$ cat config.mk
export PLATFORM = sky130hd
export DESIGN_NAME = cache_line_refill
export DESIGN_NICKNAME = d
export VERILOG_FILES = /design/src/rtl/cache_line_refill_pkg.sv /design/src/rtl/cache_line_refill_buffer.sv /design/src/rtl/cache_line_refill.sv
export SDC_FILE = /design/constraint.sdc
export NUM_CORES = 1
export LEC_CHECK = 0
export BUFFER_PORTS_ARGS = -buffer_cell sky130_fd_sc_hd__clkbuf_2
export CORE_MARGIN = 2
export CORE_UTILIZATION = 56
export DETAILED_ROUTE_END_ITERATION = 10
export PLACE_DENSITY_LB_ADDON = 0.1
export SLEW_MARGIN = 20
export SYNTH_ARGS = -nofsm -noshare
export SYNTH_HDL_FRONTEND = slang
export SYNTH_SLANG_ARGS = --single-unit
$ cat constraint.sdc
create_clock -name clk -period 3.69 [get_ports clk]
set_input_delay 0.738 -clock clk [delete_from_list [all_inputs] [get_ports clk]]
set_output_delay 0.738 -clock clk [all_outputs]
set_load 0.01 [all_outputs]
$ cat src/rtl/cache_line_refill_pkg.sv
// Shared types and address helpers for the cache line refill engine.
// Address layout: [15:8] tag, [7:4] index, [3:2] word offset, [1:0] byte offset.
package cache_pkg;

    localparam int ADDR_WIDTH     = 16;
    localparam int DATA_WIDTH     = 32;
    localparam int WORDS_PER_LINE = 4;
    localparam int INDEX_WIDTH    = 4;
    localparam int TAG_WIDTH      = 8;
    localparam int OFFSET_WIDTH   = 2;
    localparam int BYTE_OFF_WIDTH = 2;
    localparam int LINE_DATA_W    = WORDS_PER_LINE * DATA_WIDTH;
    localparam int LINE_WIDTH     = 1 + TAG_WIDTH + LINE_DATA_W;

    typedef enum logic [1:0] {
        ST_IDLE,
        ST_REQ,
        ST_WAIT,
        ST_FILL
    } refill_state_t;

    typedef struct packed {
        logic                                      valid;
        logic [TAG_WIDTH-1:0]                      tag;
        logic [WORDS_PER_LINE-1:0][DATA_WIDTH-1:0] data;
    } cache_line_t;

    function automatic logic [TAG_WIDTH-1:0] addr_tag(input logic [ADDR_WIDTH-1:0] addr);
        return addr[ADDR_WIDTH-1 -: TAG_WIDTH];
    endfunction

    function automatic logic [INDEX_WIDTH-1:0] addr_index(input logic [ADDR_WIDTH-1:0] addr);
        return addr[BYTE_OFF_WIDTH+OFFSET_WIDTH +: INDEX_WIDTH];
    endfunction

    function automatic logic [OFFSET_WIDTH-1:0] addr_offset(input logic [ADDR_WIDTH-1:0] addr);
        return addr[BYTE_OFF_WIDTH +: OFFSET_WIDTH];
    endfunction

endpackage

$ cat src/rtl/cache_line_refill_buffer.sv
// Four-word line buffer: written one word per beat by offset, cleared when a refill starts.
module refill_line_buffer
    import cache_pkg::*;
(
    input  logic                    clk,
    input  logic                    rst_n,
    input  logic                    i_clear,
    input  logic                    i_we,
    input  logic [OFFSET_WIDTH-1:0] i_slot,
    input  logic [DATA_WIDTH-1:0]   i_wdata,
    output logic [LINE_DATA_W-1:0]  o_line
);

    logic [WORDS_PER_LINE-1:0][DATA_WIDTH-1:0] r_words;

    always_ff @(posedge clk or negedge rst_n) begin
        if (!rst_n) begin
            r_words <= '0;
        end else if (i_clear) begin
            r_words <= '0;
        end else if (i_we) begin
            r_words[i_slot] <= i_wdata;
        end
    end

    assign o_line = r_words;

endmodule

$ cat src/rtl/cache_line_refill.sv
// Read-miss refill FSM: fetches a 4-word line one word at a time and writes it to the cache.
// Optional macro CACHE_REFILL_CRITICAL_WORD_FIRST_EN fetches the missed word first.
module cache_line_refill
    import cache_pkg::*;
(
    input  logic                   clk,
    input  logic                   rst_n,
    input  logic                   miss_req,
    input  logic [ADDR_WIDTH-1:0]  miss_addr,
    output logic                   stall,
    output logic                   mem_req_valid,
    output logic [ADDR_WIDTH-1:0]  mem_req_addr,
    input  logic                   mem_req_ready,
    input  logic                   mem_rsp_valid,
    input  logic [DATA_WIDTH-1:0]  mem_rsp_data,
    output logic                   fill_we,
    output logic [INDEX_WIDTH-1:0] fill_index,
    output logic [LINE_WIDTH-1:0]  fill_line,
    output logic                   crit_valid,
    output logic [DATA_WIDTH-1:0]  crit_data
);

    refill_state_t r_state, w_next;

    logic [TAG_WIDTH-1:0]    r_tag;
    logic [INDEX_WIDTH-1:0]  r_index;
    logic [OFFSET_WIDTH-1:0] r_moff;
    logic [OFFSET_WIDTH-1:0] r_beat;

    logic                                      w_start;
    logic                                      w_consume;
    logic [OFFSET_WIDTH-1:0]                   w_beat_off;
    logic [LINE_DATA_W-1:0]                    w_buf;
    logic [WORDS_PER_LINE-1:0][DATA_WIDTH-1:0] w_words;
    cache_line_t                               w_line;

    assign w_start   = (r_state == ST_IDLE) && miss_req;
    assign w_consume = (r_state == ST_WAIT) && mem_rsp_valid;

    // Offset arithmetic is 2 bits wide, so it wraps inside the line and never reaches the index.
`ifdef CACHE_REFILL_CRITICAL_WORD_FIRST_EN
    assign w_beat_off = r_moff + r_beat;
`else
    assign w_beat_off = r_beat;
`endif

    assign w_words = w_buf;
    assign w_line  = {1'b1, r_tag, w_words};

    refill_line_buffer u_buf (
        .clk     (clk),
        .rst_n   (rst_n),
        .i_clear (w_start),
        .i_we    (w_consume),
        .i_slot  (w_beat_off),
        .i_wdata (mem_rsp_data),
        .o_line  (w_buf)
    );

    always_ff @(posedge clk or negedge rst_n) begin
        if (!rst_n) begin
            r_state <= ST_IDLE;
        end else begin
            r_state <= w_next;
        end
    end

    always_ff @(posedge clk or negedge rst_n) begin
        if (!rst_n) begin
            r_tag   <= '0;
            r_index <= '0;
            r_moff  <= '0;
            r_beat  <= '0;
        end else if (w_start) begin
            r_tag   <= addr_tag(miss_addr);
            r_index <= addr_index(miss_addr);
            r_moff  <= addr_offset(miss_addr);
            r_beat  <= '0;
        end else if (w_consume) begin
            r_beat  <= r_beat + 1'b1;
        end
    end

    always_comb begin
        w_next        = r_state;
        stall         = (r_state != ST_IDLE);
        mem_req_valid = 1'b0;
        mem_req_addr  = '0;
        fill_we       = 1'b0;
        fill_index    = '0;
        fill_line     = '0;
        crit_valid    = 1'b0;
        crit_data     = '0;
        case (r_state)
            ST_IDLE: begin
                if (miss_req) w_next = ST_REQ;
            end
            ST_REQ: begin
                mem_req_valid = 1'b1;
                mem_req_addr  = {r_tag, r_index, w_beat_off, {BYTE_OFF_WIDTH{1'b0}}};
                if (mem_req_ready) w_next = ST_WAIT;
            end
            ST_WAIT: begin
                if (mem_rsp_valid) begin
                    w_next = (r_beat == OFFSET_WIDTH'(WORDS_PER_LINE - 1)) ? ST_FILL : ST_REQ;
`ifdef CACHE_REFILL_CRITICAL_WORD_FIRST_EN
                    if (r_beat == '0) begin
                        crit_valid = 1'b1;
                        crit_data  = mem_rsp_data;
                    end
`endif
                end
            end
            ST_FILL: begin
                fill_we    = 1'b1;
                fill_index = r_index;
                fill_line  = w_line;
                w_next     = ST_IDLE;
`ifndef CACHE_REFILL_CRITICAL_WORD_FIRST_EN
                crit_valid = 1'b1;
                crit_data  = w_words[r_moff];
`endif
            end
            default: w_next = ST_IDLE;
        endcase
    end

endmodule
==> impl_metrics.env, run 1 <==
export IMPL_routed_wl_um=23000
export IMPL_cts_setup_buffers=0
export IMPL_hp_class="in -> async"
export IMPL_ctsRootBufferMaster="clkbuf_16"
export IMPL_vias=7171
export IMPL_dp_slack_ps=1010
export IMPL_period_share_pct=82.4
export IMPL_synth_edff_count=0
export IMPL_synth_top_family_by_area="simple AND/OR/NAND/NOR gates"
export IMPL_power_mw=5.83
export IMPL_final_cell_mix="240 x clkbuf_2, 237 x nand2_1, 142 x dfrtp_1"
export IMPL_die_y_um=123
export IMPL_drv_cap=0
export IMPL_via_per_inst=5.76
export IMPL_syn_area_per_cell_um2=9.20
export IMPL_ys_ff_latch=146
export IMPL_cp_data_arrival_time_ps=2300
export IMPL_mostFrequentLayoutCell="clkbuf_2"
export IMPL_htree_levels=4
export IMPL_finalSetupViolCount=0
export IMPL_drive_gt1_share_pct=31.7
export IMPL_initial_core_util_pct=57.5
export IMPL_synth_compound_area_share_pct=9.00
export IMPL_die_w_um=123
export IMPL_grt_pass1_vias=6757
export IMPL_synth_simple_area_share_pct=27.5
export IMPL_synthMuxAreaShare_pct=11.3
export IMPL_wl_per_cell_um=18.5
export IMPL_maxSlewHeadroom_pct=36.2
export IMPL_post_route_drc_count=0
export IMPL_synth_xor_area_share_pct=0
export IMPL_hold_buffers=0
export IMPL_cts_sinks=146
export IMPL_p_leak_nw=5.18
export IMPL_antenna_found_initial=0
export IMPL_drt_iter0_markers=520
export IMPL_synth_fa_ha_area_share_pct=0.627
export IMPL_ys_seq_area_share_pct=45.8
export IMPL_rsz0062_at_grt="false"
export IMPL_diodes=0
export IMPL_ir_drop_v=0.000511
export IMPL_power_density_mw_per_mm2=599
export IMPL_setup_ws_ps=649
export IMPL_critPathCaptureType="output port"
export IMPL_cts_resized=0
export IMPL_die_area_mm2=0.0152
export IMPL_insertion_delay_ps=420
export IMPL_grtUsageTotal_pct=30.8
export IMPL_synth_area_leaders="dfrtp_1 46%, nand2_1 11%, and3_1 11%"
export IMPL_cts_tree="yes"
export IMPL_fp_coreArea_mm2=0.0139
export IMPL_worst_slew_pin_transition_ps=957
export IMPL_synth_top_flop_cell="dfrtp_1"
export IMPL_drt_first_pass_iters=5
export IMPL_syn_area_mm2=0.00798
export IMPL_synth_distinct_cells=28
export IMPL_drv_slew=0
export IMPL_synth_top_area_share_pct=45.8
export IMPL_drtAntennaViolNets=0
export IMPL_synthArstFlopShare_pct=100
export IMPL_grt_max_degree=132
export IMPL_post_dp_hpwl_um=14400
export IMPL_max_clock_path_buffers=2
export IMPL_crit_fanout=105
export IMPL_setup_tns_ps=0
export IMPL_area_delta_synth_final_pct=21.8
export IMPL_grt_remaining_overflow=0
export IMPL_path_class="reg -> out"
export IMPL_fmax_mhz=329
export IMPL_io_buffers=241
export IMPL_crit_required_ps=2950
export IMPL_place_gp_congestion=0.847
export IMPL_clock_skew_ps=5.80
export IMPL_path_clk_slew_ps=60
export IMPL_period_needed_ps=3040
export IMPL_io_pins=246
export IMPL_rows=43
export IMPL_final_util_pct=70.0
export IMPL_synth_top_area_cell="dfrtp_1"
export IMPL_hold_viol=0
export IMPL_timing_hold_ws_ps=449
export IMPL_yosysWarningCount=0
export IMPL_fin_nets=1110
export IMPL_numCtsBuffers=17
export IMPL_status="completed"
export IMPL_synthCells=868
export IMPL_grt_pass1_wl_um=35900
export IMPL_start_kind="flip-flop"
-- worst max-delay path: stages, from the launching register on --
cell and delay, ps:
dfrtp_4 680, buf_4 700, and3_1 300, clkbuf_2 140
-- power by group --
group,internal [mW],switching [mW]
sequential,1.91,0.473
combinational,0.762,1.04
clock,1.01,0.626
-- kinds of logic (layout without fill, tap and decap cells) --
logic type	Yosys count	in the layout
DFF	146	146
AOI/OAI and AO/OA	133	133
buffers and inverters	96	291
adders and majority gates	4	4
muxes	48	48
and+or+nand+nor	440	440
other	1	2
-- synth_stat cells, drive strengths merged, types with 2 or more instances --
library cell	n
dfrtp	146
a21oi	117
and2	47
nor2	2
and3	140
ha	4
mux2	14
inv	3
mux4	32
nand2	237
nand2b	2
nand4b	4
a22o	13
and4b	4
clkbuf	41
mux2i	2
buf	52
-- final timing paths --
| check | from | end | slack (ps) | cells past startpoint |
|---|---|---|---|---|
| min in group clk | u_buf.o_line[39] | u_buf.o_line[39] | 510 | 1 |
| setup reg to reg | r_state[1] | u_buf.o_line[10] | 990 | 5 |
| max in group asynchronous | rst_n | u_buf.o_line[53] | 2380 | 2 |
| hold reg to reg | u_buf.o_line[39] | u_buf.o_line[39] | 510 | 1 |
| hold / removal | rst_n | u_buf.o_line[8] | 450 | 1 |
| setup / recovery | r_state[0] | fill_line[17] | 650 | 3 |
-- sequential cells by signal, summed over array words and instances, names as in the netlist --
name and cells:
r_moff 2, u_buf.o_line 128, r_state 2, r_beat 2, r_index 4, r_tag 8
-- area by class of cell --
| type | count | area, µm² |
|---|---|---|
| inverters | 3 | 11.3 |
| repair buffers | 258 | 1390 |
| well taps | 180 | 225 |
| flip-flops and latches | 146 | 3660 |
| clock buffers | 26 | 509 |
| clock inverters | 4 | 48.8 |
| fillers | 1113 | 4160 |
| multi-input cells | 627 | 3870 |
-- stage by stage --
step                cells  cell area [µm²]
CTS                  1244             9720
floorplan             869             7990
global route         1244             9720
global placement     1214             9160
detailed placement   1214             9160
finish               1244             9720
-- per-layer routing --
metal	vias up	global-route usage (%)	part of all wire [%]
met1	3510	42.4	43
met5	-	0	0
li1	3320	-	-
met4	0	10.3	1.8
met3	35	6.55	7.8
met2	306	49.0	48
Note: power is estimated with default switching activity, not from simulation.
==> inputs of run 2 (changes only) <==
--- a/config.mk
+++ b/config.mk
@@ -5,9 +5,10 @@
 export SDC_FILE = /design/constraint.sdc
 export NUM_CORES = 1
 export LEC_CHECK = 0
+export ABC_AREA = 1
 export BUFFER_PORTS_ARGS = -buffer_cell sky130_fd_sc_hd__clkbuf_2
 export CORE_MARGIN = 2
-export CORE_UTILIZATION = 56
+export CORE_UTILIZATION = 47
 export DETAILED_ROUTE_END_ITERATION = 10
 export PLACE_DENSITY_LB_ADDON = 0.1
 export SLEW_MARGIN = 20
==> constraint.sdc (replaced) <==
create_clock -name clk -period 2.5 [get_ports clk]
set_input_delay 0.5 -clock clk [delete_from_list [all_inputs] [get_ports clk]]
set_output_delay 0.5 -clock clk [all_outputs]
set_load 0.01 [all_outputs]
==> run 2 against run 1 <==
Combinational power grew 100%. Area after synthesis grew 3.2%. Total power grew 68%. Clock power grew 84%. Via count grew 14%. Wire length grew 3.1%. Critical endpoint is now crit_valid. Largest power group is now combinational cells. Highest routed layer unchanged.
==> impl_metrics.env, run 2 <==
export IMPL_synthTopCellsByCount="391 x nand2_1, 196 x nand3_1, 168 x nor2_1"
export IMPL_power_density_mw_per_mm2=965
export IMPL_drt_first_pass_iters=5
export IMPL_synth_edff_count=0
export IMPL_slowest_stage="dfrtp_1"
export IMPL_fmax_mhz=423
export IMPL_syn_area_per_cell_um2=6.83
export IMPL_area_delta_synth_final_pct=23.0
export IMPL_routed_wl_um=23700
export IMPL_initial_core_util_pct=47.8
export IMPL_wl_per_cell_um=14.5
export IMPL_io_pins=246
export IMPL_finalSetupViolCount=0
export IMPL_reg2reg_slack_ps=700
export IMPL_die_area_mm2=0.0186
export IMPL_mostFrequentLayoutCell="nand2_1"
export IMPL_grt_max_degree=76
export IMPL_post_dp_hpwl_um=15300
export IMPL_synth_top_area_share_pct=44.4
export IMPL_htree_levels=4
export IMPL_cts_sinks=146
export IMPL_final_cell_mix="390 x nand2_1, 240 x clkbuf_2, 196 x nand3_1"
export IMPL_start_kind="flip-flop"
export IMPL_crit_chain="nand2_4 > buf_4 > inv_1 > clkbuf_2"
export IMPL_synthArstFlopShare_pct=100
export IMPL_largest_register_ffs=128
export IMPL_synth_top_flop_cell="dfrtp_1"
export IMPL_antenna_found_initial=0
export IMPL_seq_power_share_pct=32.0
export IMPL_grt_remaining_overflow=0
export IMPL_rows=48
export IMPL_diodes=0
export IMPL_r2r_start="r_state[0]"
export IMPL_status="completed"
export IMPL_place_gp_congestion=0.789
export IMPL_hp_class="in -> async"
export IMPL_drv_slew=0
export IMPL_path_clk_slew_ps=60
export IMPL_ff2ff_path_depth=7
export IMPL_clkPwrFrac_pct=30.7
export IMPL_crit_fanout=40
export IMPL_crit_required_ps=2000
export IMPL_maxSlewHeadroom_pct=58.3
export IMPL_synthCells=1205
export IMPL_swShare_pct=38.8
export IMPL_multi_input_area_mm2=0.00347
export IMPL_die_y_um=136
export IMPL_dpl_cell_area_mm2=0.00943
export IMPL_drtAntennaViolNets=0
export IMPL_yosysWarningCount=0
export IMPL_drv_cap=0
export IMPL_ir_drop_v=0.000617
export IMPL_via_per_inst=5.00
export IMPL_cp_top_family="buffers and inverters"
export IMPL_path_class="reg -> out"
export IMPL_setup_tns_ps=0
export IMPL_synth_top_area_cell="dfrtp_1"
export IMPL_p_switching_mw=3.79
export IMPL_critPathCaptureType="output port"
export IMPL_ys_ff_latch=146
export IMPL_ys_seq_area_share_pct=44.4
export IMPL_period_share_pct=94.6
export IMPL_vias=8191
export IMPL_synth_distinct_cells=24
export IMPL_synth_area_leaders="dfrtp_1 44%, nand2_1 18%, nand3_1 12%"
export IMPL_cts_tree="yes"
export IMPL_final_area_mm2=0.0101
export IMPL_grt_pass1_vias=7272
export IMPL_hold_buffers=0
export IMPL_drive_gt1_share_pct=21.9
export IMPL_p_int_mw=5.99
export IMPL_ctsRootBufferMaster="clkbuf_16"
export IMPL_syn_area_mm2=0.00823
export IMPL_cts_resized=0
export IMPL_cp_data_arrival_time_ps=1870
export IMPL_regToRegEndpoint="u_buf.o_line[61]"
export IMPL_cts_setup_buffers=0
export IMPL_rsz0062_at_grt="false"
export IMPL_p_comb_share_pct=37.3
export IMPL_fill_cells=1686
export IMPL_synth_most_common_cell="nand2_1"
export IMPL_hold_viol=0
export IMPL_max_clock_path_buffers=2
export IMPL_die_w_um=136
export IMPL_fin_nets=1458
export IMPL_crit_path_max_incr_delay_ps=470
export IMPL_numCtsBuffers=17
export IMPL_fp_coreArea_mm2=0.0172
export IMPL_period_needed_ps=2370
export IMPL_grtUsageTotal_pct=25.9
export IMPL_p_leak_nw=5.75
export IMPL_drt_iter0_markers=642
export IMPL_insertion_delay_ps=430
export IMPL_crit_buf_inv=3
export IMPL_grt_pass1_wl_um=37600
export IMPL_io_buffers=241
export IMPL_regArea_mm2=0.00365
export IMPL_clock_skew_ps=5.53
export IMPL_post_route_drc_count=0
export IMPL_worst_slew_pin_transition_ps=625
-- run 2: cell count changes after synthesis, sizes merged, moves of 32 or more --
| cell | change |
|---|---|
| nand3 | +197 |
| nand2 | +159 |
| and3 | -140 |
| and2 | -47 |
| mux4 | -32 |
| a21oi | -71 |
| nor2 | +167 |
| inv | +151 |
-- run 2: cell families (layout without fill, tap and decap cells) --
logic type / count (synthesis) / count (layout) / synth area share (%)
flip-flops: 146 / 146 / 44.4
buffers and inverters: 242 / 450 / 13.7
other: 1 / 2 / 0.0455
adder cells (fa/ha/maj): 4 / 4 / 0.608
AO/OA/AOI/OAI: 48 / 48 / 2.92
AND/OR/NAND/NOR: 764 / 764 / 38.4
-- run 2: worst max-delay path by stage --
stage,start,endpoint,slack (ps),cells after the start
after floorplan,r_state[1],fill_line[136],780,5
after global placement,r_state[1],fill_line[136],610,4
after global routing,r_state[1],fill_line[136],30,4
after CTS,r_state[1],crit_valid,140,4
final,r_state[1],crit_valid,130,4
after detailed placement,r_state[1],crit_valid,610,4
-- run 2: worst register-to-register path, stage by stage (launching register included) --
cell	delay [ps]
dfrtp_1	460
inv_2	100
nand3_2	110
inv_4	150
nand2_4	300
inv_6	400
nand2_1	110
nand2_1	100
-- run 2: metrics by stage --
stage / utilization [%] / setup slack, ps / instances / hold slack, ps / power, mW
after floorplan: - / 785 / 1206 / 204 / 5.72
after global placement: 54.7 / 611 / 1607 / 481 / 6.74
after detailed placement: 54.7 / 607 / 1607 / 486 / 6.81
after CTS: 58.8 / 145 / 1639 / 80.9 / 9.81
after global routing: 58.8 / 32.8 / 1639 / 107 / 10.5
final: 58.8 / 135 / 1639 / 51.2 / 9.78
-- run 2: layer usage --
metal / vias up / share of wire [%] / global-route usage, %
met5: - / 0 / 0
met1: 3835 / 45 / 36.5
met3: 25 / 6.6 / 3.88
met4: 0 / 1.1 / 7.81
met2: 295 / 47 / 41.4
li1: 4036 / - / -
-- run 2: layout make-up --
class / count / share of cell area, %
clock buffers: 19 / 4.37
multi-input cells: 818 / 34.3
repair buffers: 262 / 14.0
clock inverters: 13 / 2.53
flip-flops and latches: 146 / 36.1
well taps: 225 / 2.78
inverters: 156 / 5.93
-- run 2: power by group through the flow --
stage	combinational [mW]	sequential [mW]	clock, mW
2_1_floorplan	2.64	3.08	0
3_3_place_gp	3.60	3.14	0
3_5_place_dp	3.64	3.16	0
4_1_cts	3.66	3.12	3.02
5_1_grt	4.12	3.19	3.14
6_report	3.65	3.13	3.00
